===== config.mk =====
export PLATFORM = sky130hd
export DESIGN_NAME = pixel_stream_proc
export DESIGN_NICKNAME = d
export VERILOG_FILES = /design/src/rtl/pixel_stream_proc.sv
export SDC_FILE = /design/constraint.sdc
export NUM_CORES = 2
export LEC_CHECK = 0
export BUFFER_PORTS_ARGS = -buffer_cell sky130_fd_sc_hd__buf_2
export CAP_MARGIN = 30
export CORE_MARGIN = 2
export CORE_UTILIZATION = 55
export DETAILED_ROUTE_END_ITERATION = 8
export HOLD_SLACK_MARGIN = 0.12
export PLACE_DENSITY = 0.75
export SLEW_MARGIN = 20
export SYNTH_ARGS = -nofsm -noshare
export SYNTH_HDL_FRONTEND = slang
export SYNTH_SLANG_ARGS = --single-unit

===== constraint.sdc =====
create_clock -name clk -period 9.8 [get_ports clk]
set_clock_uncertainty 0.1 [all_clocks]
set_input_delay 1.47 -clock clk [delete_from_list [all_inputs] [get_ports clk]]
set_output_delay 1.47 -clock clk [all_outputs]
set_load 0.02 [all_outputs]

===== src/rtl/pixel_stream_proc.sv =====
// Streaming pixel processor: bypass, invert, 3x3 valid convolution or threshold,
// behind a single registered output stage, with a small register file for control.
module pixel_stream_proc #(
    parameter int DATA_W = 8,
    parameter int COEF_W = 8,
    parameter int IMG_W  = 32,
    parameter int IMG_H  = 32
) (
    input  logic                  clk,
    input  logic                  rst,
    input  logic [DATA_W-1:0]     pixel_in,
    input  logic                  in_valid,
    output logic                  in_ready,
    output logic [DATA_W-1:0]     pixel_out,
    output logic                  out_valid,
    input  logic                  out_ready,
    output logic                  out_last,
    input  logic                  write_reg,
    input  logic                  read_reg,
    input  logic [7:0]            address,
    input  logic [9*COEF_W-1:0]   data_in,
    output logic [9*COEF_W-1:0]   data_out
);

    localparam int KW = 9 * COEF_W;
    localparam int SW = DATA_W + COEF_W + 5;
    localparam int CW = $clog2(IMG_W);
    localparam int RW = $clog2(IMG_H);
    localparam logic [DATA_W-1:0] PIX_MAX = '1;

    typedef enum logic [1:0] {
        MODE_BYPASS = 2'b00,
        MODE_INVERT = 2'b01,
        MODE_CONV   = 2'b10,
        MODE_THRESH = 2'b11
    } mode_t;

    mode_t                   mode;
    logic [8:0][COEF_W-1:0]  kernel;
    logic [DATA_W-1:0]       threshold;
    logic [3:0]              shift;
    logic [31:0]             pix_cnt;
    logic [15:0]             frame_cnt;
    logic [CW-1:0]           col;
    logic [RW-1:0]           row;

    // lb0 holds row r-1, lb1 holds row r-2; win_a is column c-1, win_b column c-2
    logic [DATA_W-1:0]       lb0 [IMG_W];
    logic [DATA_W-1:0]       lb1 [IMG_W];
    logic [DATA_W-1:0]       win_a [3];
    logic [DATA_W-1:0]       win_b [3];

    logic [DATA_W-1:0]       tap [9];
    logic signed [SW-1:0]    acc;
    logic signed [SW-1:0]    acc_sh;
    logic [DATA_W-1:0]       conv_pix;
    logic [DATA_W-1:0]       result;
    logic [KW-1:0]           rd_val;
    logic                    accept;
    logic                    produce;
    logic                    col_end;
    logic                    row_end;

    assign in_ready = !out_valid || out_ready;
    assign accept   = in_valid && in_ready;
    assign col_end  = (col == CW'(IMG_W - 1));
    assign row_end  = (row == RW'(IMG_H - 1));

    always_comb begin
        tap[0] = win_b[0];
        tap[1] = win_a[0];
        tap[2] = lb1[col];
        tap[3] = win_b[1];
        tap[4] = win_a[1];
        tap[5] = lb0[col];
        tap[6] = win_b[2];
        tap[7] = win_a[2];
        tap[8] = pixel_in;
    end

    // Unsigned pixels times signed coefficients, then shift and clamp to pixel range
    always_comb begin
        acc = '0;
        for (int i = 0; i < 9; i++) begin
            acc = acc + $signed({{(SW-DATA_W){1'b0}}, tap[i]})
                      * $signed({{(SW-COEF_W){kernel[i][COEF_W-1]}}, kernel[i]});
        end
        acc_sh = acc >>> shift;
        if (acc_sh < 0)
            conv_pix = '0;
        else if (acc_sh > $signed({{(SW-DATA_W){1'b0}}, PIX_MAX}))
            conv_pix = PIX_MAX;
        else
            conv_pix = acc_sh[DATA_W-1:0];
    end

    always_comb begin
        result = pixel_in;
        unique case (mode)
            MODE_BYPASS: result = pixel_in;
            MODE_INVERT: result = ~pixel_in;
            MODE_CONV:   result = conv_pix;
            MODE_THRESH: result = (pixel_in >= threshold) ? PIX_MAX : '0;
            default:     result = pixel_in;
        endcase
        produce = accept && ((mode != MODE_CONV) || (row >= RW'(2) && col >= CW'(2)));
    end

    always_comb begin
        rd_val = '0;
        case (address)
            8'h00:   rd_val[1:0] = mode;
            8'h04:   rd_val = kernel;
            8'h08:   rd_val = KW'(threshold);
            8'h0C:   rd_val = KW'(shift);
            8'h10:   rd_val = KW'(pix_cnt);
            8'h14:   rd_val = KW'(frame_cnt);
            default: rd_val = '0;
        endcase
    end

    always_ff @(posedge clk) begin
        if (rst) begin
            mode      <= MODE_BYPASS;
            kernel    <= '0;
            threshold <= '0;
            shift     <= '0;
            pix_cnt   <= '0;
            frame_cnt <= '0;
            col       <= '0;
            row       <= '0;
            out_valid <= 1'b0;
            out_last  <= 1'b0;
            pixel_out <= '0;
            data_out  <= '0;
            for (int i = 0; i < IMG_W; i++) begin
                lb0[i] <= '0;
                lb1[i] <= '0;
            end
            for (int i = 0; i < 3; i++) begin
                win_a[i] <= '0;
                win_b[i] <= '0;
            end
        end else begin
            if (accept) begin
                lb0[col] <= pixel_in;
                lb1[col] <= lb0[col];
                for (int i = 0; i < 3; i++) win_b[i] <= win_a[i];
                win_a[0] <= lb1[col];
                win_a[1] <= lb0[col];
                win_a[2] <= pixel_in;
                pix_cnt  <= pix_cnt + 32'd1;
                if (col_end) begin
                    col <= '0;
                    if (row_end) begin
                        row       <= '0;
                        frame_cnt <= frame_cnt + 16'd1;
                    end else begin
                        row <= row + 1'b1;
                    end
                end else begin
                    col <= col + 1'b1;
                end
            end

            if (produce) begin
                out_valid <= 1'b1;
                pixel_out <= result;
                out_last  <= row_end && col_end;
            end else if (out_ready) begin
                out_valid <= 1'b0;
                out_last  <= 1'b0;
            end

            // A mode write restarts the frame; it overrides any same-edge position advance
            if (write_reg) begin
                case (address)
                    8'h00: begin
                        mode <= mode_t'(data_in[1:0]);
                        col  <= '0;
                        row  <= '0;
                    end
                    8'h04:   kernel    <= data_in;
                    8'h08:   threshold <= data_in[DATA_W-1:0];
                    8'h0C:   shift     <= data_in[3:0];
                    default: ;
                endcase
            end else if (read_reg) begin
                data_out <= rd_val;
            end
        end
    end

endmodule


Yosys cells after proc, flatten, opt, wreduce, memory -nomap -nowiden
Memories as Yosys holds them, arrays and structs flattened. A register that Yosys moved wholly into a read port is not among the register bits.
Cells that the tools add are included.
{ "classes": {"addsub": 12, "mul": 9, "n_lt_le_gt_ge": 5, "n_eq_ne": 11, "n_shift": 1, "muxes": 37, "bitwise": 8, "n_reduce_logical": 18} }
{ "ops": {"columns": ["operator", "count"], "rows": [
  ["70-bit case mux with 5 select lines", 1],
  ["9-bit by 8-bit multiplier with 17-bit output", 9],
  ["8-bit two-way mux", 11],
  ["21-bit by 17-bit adder with 21-bit output", 4],
  ["5-bit two-way mux", 13],
  ["32-bit by 1-bit adder with 32-bit output, second input constant", 1],
  ["8-bit case mux with 4 select lines", 1],
  ["20-bit by 17-bit adder with 21-bit output", 1],
  ["21-bit by 9-bit greater-than comparator with 1-bit output, second input constant", 1],
  ["21-bit by 1-bit less-than comparator with 1-bit output, second input constant", 1],
  ["21-bit by 4-bit >>> shifter with 21-bit output", 1],
  ["19-bit by 17-bit adder with 20-bit output", 1],
  ["18-bit by 17-bit adder with 19-bit output", 1],
  ["17-bit by 17-bit adder with 18-bit output", 1],
  ["16-bit by 1-bit adder with 16-bit output, second input constant", 1],
  ["8-bit by 4-bit equality test with 1-bit output, second input constant", 2],
  ["8-bit by 5-bit equality test with 1-bit output, second input constant", 2],
  ["8-bit OR reduction", 2],
  ["2-bit case mux with 6 select lines", 1],
  ["5-bit by 1-bit adder with 5-bit output, second input constant", 2],
  ["5-bit equality test, second input constant", 2],
  ["5-bit by 2-bit >= comparator with 1-bit output, second input constant", 2],
  ["1-bit two-way mux", 10],
  ["2-bit AND reduction", 5],
  ["other kinds (15)", 25]
]} }
{ "totals": {"regBits": 226, "ramBits": 560, "input_bits": 94, "mem_count": 4} }
{ "mem_list": {"columns": ["memory", "words", "word_bits", "read_ports", "rd_clocked_by_memory_dff", "write_ports", "line", "text"], "rows": [
  ["lb0", 32, 8, 1, 1, 32, "48", "logic [DATA_W-1:0] lb0 [IMG_W];"],
  ["lb1", 32, 8, 1, 1, 32, "49", "logic [DATA_W-1:0] lb1 [IMG_W];"],
  ["win_a", 3, 8, 3, 0, 3, "50", "logic [DATA_W-1:0] win_a [3];"],
  ["win_b", 3, 8, 3, 0, 3, "51", "logic [DATA_W-1:0] win_b [3];"]
]} }

Logic depth before layout (Yosys ltp)
{ "depth": {"word_depth": 14, "ltp_mapped": 38, "mapped_depth_nobuf": 33} }

Worst setup path after synthesis
No wires, ideal clock.
{ "synth_path": {"path_kind": "register -> register", "startpoint": "register col[0]", "endpoint": "register pixel_out[3]", "t_arrival_ns": 10.059, "setup_slack_ns": -0.489, "stages_incl_launch_ff": 34, "cell_sequence": "dfxtp_1 > buf_2 > buf_2 > buf_4 > buf_2 > buf_2 > mux4_2 > a22oi_1 > nand4_1 > and2_1 > fa_1 > inv_1 > fa_1 > fa_1 > fa_1 > fa_1 > fa_1 > fa_1 > fa_1 > fa_1 > fa_1 > inv_1 > ha_1 > a21oi_1 > a2bb2oi_1 > o31ai_2 > buf_6 > a311o_4 > xnor2_4 > o32ai_1 > a311o_1 > a211o_1 > o31ai_4 > o211ai_1"} }
{ "synth_via": {"elab_chain_len": 4} }
{ "synth_rtl": {"columns": ["element", "line", "text"], "rows": [
  ["start: declaration", "44", "logic [CW-1:0] col;"],
  ["start signal: assignment", "162", "col <= col + 1'b1;"],
  ["5-bit by 2-bit >= comparator with 1-bit output", "106", "produce = accept && ((mode != MODE_CONV) || (row >= RW'(2) && col >= CW'(2)));"],
  ["1-bit logical AND", "106", null],
  ["1-bit logical OR", "106", null],
  ["1-bit logical AND", "106", null],
  ["end signal: assignment", "168", "pixel_out <= result;"],
  ["end: declaration", "14", "output logic [DATA_W-1:0] pixel_out,"]
]} }
No other way between the ends.
A chain may end at the register's enable or synchronous reset.

Worst setup path after layout
Ends and elaborated chain as after synthesis.

==> flow_summary_export.csv <==
group,metric,value,unit
outcome,outcome,"complete, but fails checks",
outcome,violations,"setup timing",
yosys,synth_nets,6084,
setup_path,r2r_slack,-570,ps
global_route,antenna_found_initial,8,
setup_path,worstSetupPathType,"reg -> reg",
floorplanning,dieArea,105000,um^2
sta,hold_viol,0,
yosys,synthesis.instances,5105,
routing,vias,41000,
clocking,cts.sinks,786,
global_route,overflow,0,
worst_hold_path,min_from,"data_out[37]$_SDFFE_PP0P_",
setup_path,cp_max_fo,14,
clocking,clk_latency,700,ps
routing,wl_per_cell,24.8,um
setup_path,r2r-end,"pixel_out[3]$_SDFFE_PP0P_",
finish,synthToLayoutAreaGrowth,14.0,%
setup_path,cp-start-kind,"flop",
setup_path,crit_buf_inv,10,
routing,met2_length,74300,um
place,portBuffers,176,
floorplanning,start_util,55.4,%
yosys,ys_seq_area_share,37.9,%
yosys,synth_warnings,0,
routing,vias_per_cell,5.95,
place,place.gp.congestion,0.975,
global_route,grt_pass1_vias,41400,
clocking,postCtsHoldBufs,0,
setup_path,r2r-start,"col[0]$_SDFF_PP0_",
yosys,async_reset_ff_share,0,%
power_and_ir_drop,ir_worst_vdd,104,uV
routing,drcViolationCount,0,
sta,slew_viol_final,0,
power_and_ir_drop,leakage,25.2,nW
setup_path,cp_common_cell,"fa_1",
power_and_ir_drop,power,7.51,mW
routing,drt-initial-drc-count,5128,
run,drv_cap,0,
yosys,avgSynthCellArea,11.0,um^2
setup_path,reg2reg_depth,35,
setup_path,crit_cells,35,
routing,drt-total-wl,171000,um
setup_path,slowest_stage,"fa_2",
sta,relSlewSlack,32.7,%
routing,dr.pass1.iters,5,
global_route,grt_max_degree,158,
sta,fin_ws,-570,ps
setup_path,endpoint,"pixel_out[3]$_SDFFE_PP0P_",
sta,worstMarginPinSlew,999,ps
sta,finalCriticalPeriod,10370,ps
floorplanning,ios,177,
power_and_ir_drop,power_density,117,nW/um^2
routing,ant_nets,0,
sta,timing.setup.tns,-4330,ps
clocking,htree_levels,3,
yosys,ys_types,84,
place,dp_slack,-897,ps
routing,wl_met3,22800,um
place,hpwl,128000,um
sta,timing.final.crit_share,106,%
sta,rsz0062_at_grt,"yes",
yosys,yosys_most_used_dff,"edfxtp_1",
yosys,synth_seq_cells,786,
floorplanning,dieWidth,324,um
floorplanning,fp.coreArea,102000,um^2
clocking,cts_tree,"built",
clocking,clockBufferDepth,3,
setup_path,worst_path_largest_cell_delay,590,ps
routing,wl_met1,67300,um
setup_path,critPathCaptureType,"flop",
clocking,clk_pin_slew,60,ps
yosys,syn_area,56300,um^2
setup_path,critical-path-top-delay-family,"adder cells",
sta,setup_viol,8,
setup_path,setup.worst_path.start,"col[0]$_SDFF_PP0_",
finish,n_fill_cell,7858,
global_route,track_usage,33.1,%
global_route,grt_first_pass_wirelength,255000,um
setup_path,arrival,10820,ps
finish,drive_gt1_share,16.2,%
setup_path,crit_required,10250,ps
clocking,root_buffer,"clkbuf_16",
routing,topRoutingLayerUsed,"met5",
yosys,synth-edff-count,560,
floorplanning,rows,117,
worst_hold_path,hp-class,"reg -> reg",
floorplanning,die_height,324,um
clocking,numCtsBuffers,82,
finish,nets,6429,
finish,fin_util,63.2,%
sta,fmax,0.0964,GHz
## Yosys cell counts (all sizes together) (6+ instances only)
library cell | n | area share (%)
inv | 615 | 4.1
fa | 573 | 20
and2 | 564 | 6.3
edfxtp | 560 | 30
nor2 | 549 | 3.7
nand2 | 380 | 2.5
ha | 312 | 6.9
dfxtp | 226 | 8.0
clkbuf | 212 | 1.4
a21oi | 170 | 1.5
mux4 | 135 | 5.4
nand3 | 104 | 0.92
a22oi | 87 | 1.2
nand2b | 77 | 0.86
buf | 55 | 0.46
nor2b | 52 | 0.58
o21ai | 51 | 0.45
a22o | 38 | 0.59
xor2 | 36 | 0.56
nor3 | 32 | 0.28
mux2i | 30 | 0.53
xnor2 | 30 | 0.50
nand4 | 22 | 0.24
and3 | 19 | 0.21
a211oi | 15 | 0.21
nor4 | 12 | 0.13
mux2 | 11 | 0.22
or3 | 10 | 0.11
a31oi | 9 | 0.11
o211ai | 9 | 0.13
o21bai | 9 | 0.12
a21o | 8 | 0.11
and4 | 8 | 0.12
clkinv | 6 | 0.040
## per-layer routing
layer	global-route usage (%)	vias to the layer above
li1	-	17600
met1	47.7	20600
met2	48.3	2537
met3	9.29	333
met4	11.7	6
met5	0	-
## cell type report
class                           instances  area [um^2]  area share (%)
Tap cell                             1368         1710            2.66
Clock buffer                          100         2220            3.45
Antenna cell                            3         7.51          0.0117
Sequential cell                       786        21300            33.2
Clock inverter                         49          418           0.651
Multi-Input combinational cell       3431        32100            50.0
Timing Repair Buffer                  528         4110            6.40
Inverter                              621         2330            3.63
## through the flow
| stage | hold WS [ps] | cells | instance area (um^2) |
|---|---|---|---|
| after global routing | 365 | 6884 | 64200 |
| after CTS | 348 | 6858 | 63800 |
| after detailed placement | 342 | 6685 | 60600 |
| after floorplan | 336 | 5105 | 56400 |
| final | 347 | 6886 | 64200 |
| after global placement | 336 | 6676 | 60500 |
## worst min path at each step
stage                                      to  slack [ps]  cells after the start
global route        data_out[37]$_SDFFE_PP0P_         360                      2
finish              data_out[37]$_SDFFE_PP0P_         350                      2
floorplan           threshold[2]$_SDFFE_PP0P_         340                      2
CTS                 data_out[33]$_SDFFE_PP0P_         350                      2
detailed placement  data_out[56]$_SDFFE_PP0P_         340                      2
global placement    data_out[33]$_SDFFE_PP0P_         340                      2
## layout by cell type, fill, tap and decap left out, types with 28 or more instances in the layout
| cell | netlist | routed |
|---|---|---|
| nand3_1 | 104 | 102 |
| a21oi_1 | 169 | 165 |
| xnor2_1 | 29 | 28 |
| mux2i_1 | 30 | 29 |
| nor2_1 | 549 | 548 |
| a22o_1 | 38 | 38 |
| nor2b_1 | 52 | 50 |
| and2_1 | 563 | 560 |
| inv_1 | 615 | 614 |
| nand2b_1 | 77 | 73 |
| buf_2 | 31 | 175 |
| buf_12 | 0 | 29 |
| a22oi_1 | 87 | 66 |
| nand2_1 | 379 | 376 |
| ha_1 | 312 | 307 |
| buf_4 | 2 | 283 |
| dfxtp_1 | 226 | 224 |
| o21ai_0 | 51 | 45 |
| xor2_1 | 36 | 36 |
| clkbuf_16 | 0 | 85 |
| edfxtp_1 | 560 | 560 |
| fa_1 | 573 | 563 |
| mux4_2 | 135 | 135 |
## kinds of logic (layout without fill, tap and decap cells)
group	after synthesis	in the layout	share of synthesized area [%]
buffers and inverters	888	1298	6.02
XOR/XNOR	67	67	1.10
AND/OR/NAND/NOR	1852	1852	16.2
AO/OA/AOI/OAI	451	451	5.29
adder cells (fa/ha/maj)	885	885	27.3
other	0	3	0
flip-flops	786	786	37.9
multiplexers	176	176	6.15
## power by group
part / total [mW] / switching (mW) / internal (mW)
Combinational: 0.684 / 0.417 / 0.268
Clock: 3.10 / 1.42 / 1.69
Sequential: 3.72 / 0.0722 / 3.65
## worst register-to-register path, delay by kind of cell, from the launching register on
kind | cells | cell delay, ps
flops | 1 | 400
fa+ha+maj | 11 | 5280
compound gates | 10 | 1950
simple gates | 3 | 550
buf+inv | 10 | 1460
mux | 1 | 500
## state kept, by name, summed over array words and instances, names as in the netlist, 16 cells and up
| register | count |
|---|---|
| lb1 | 256 |
| data_out | 72 |
| pix_cnt | 32 |
| kernel | 72 |
| frame_cnt | 16 |
| win_a | 24 |
| win_b | 24 |
| lb0 | 256 |
## what timing repair did
item / 4_1_cts / 5_1_grt
gates cloned: 1 / 0
pin swaps: 36 / 31
endpoints found under the setup margin: 8 / 8
buffers inserted: 23 / 7
resized for setup: 63 / 37
No activity file was read; power rests on OpenSTA's default activity.
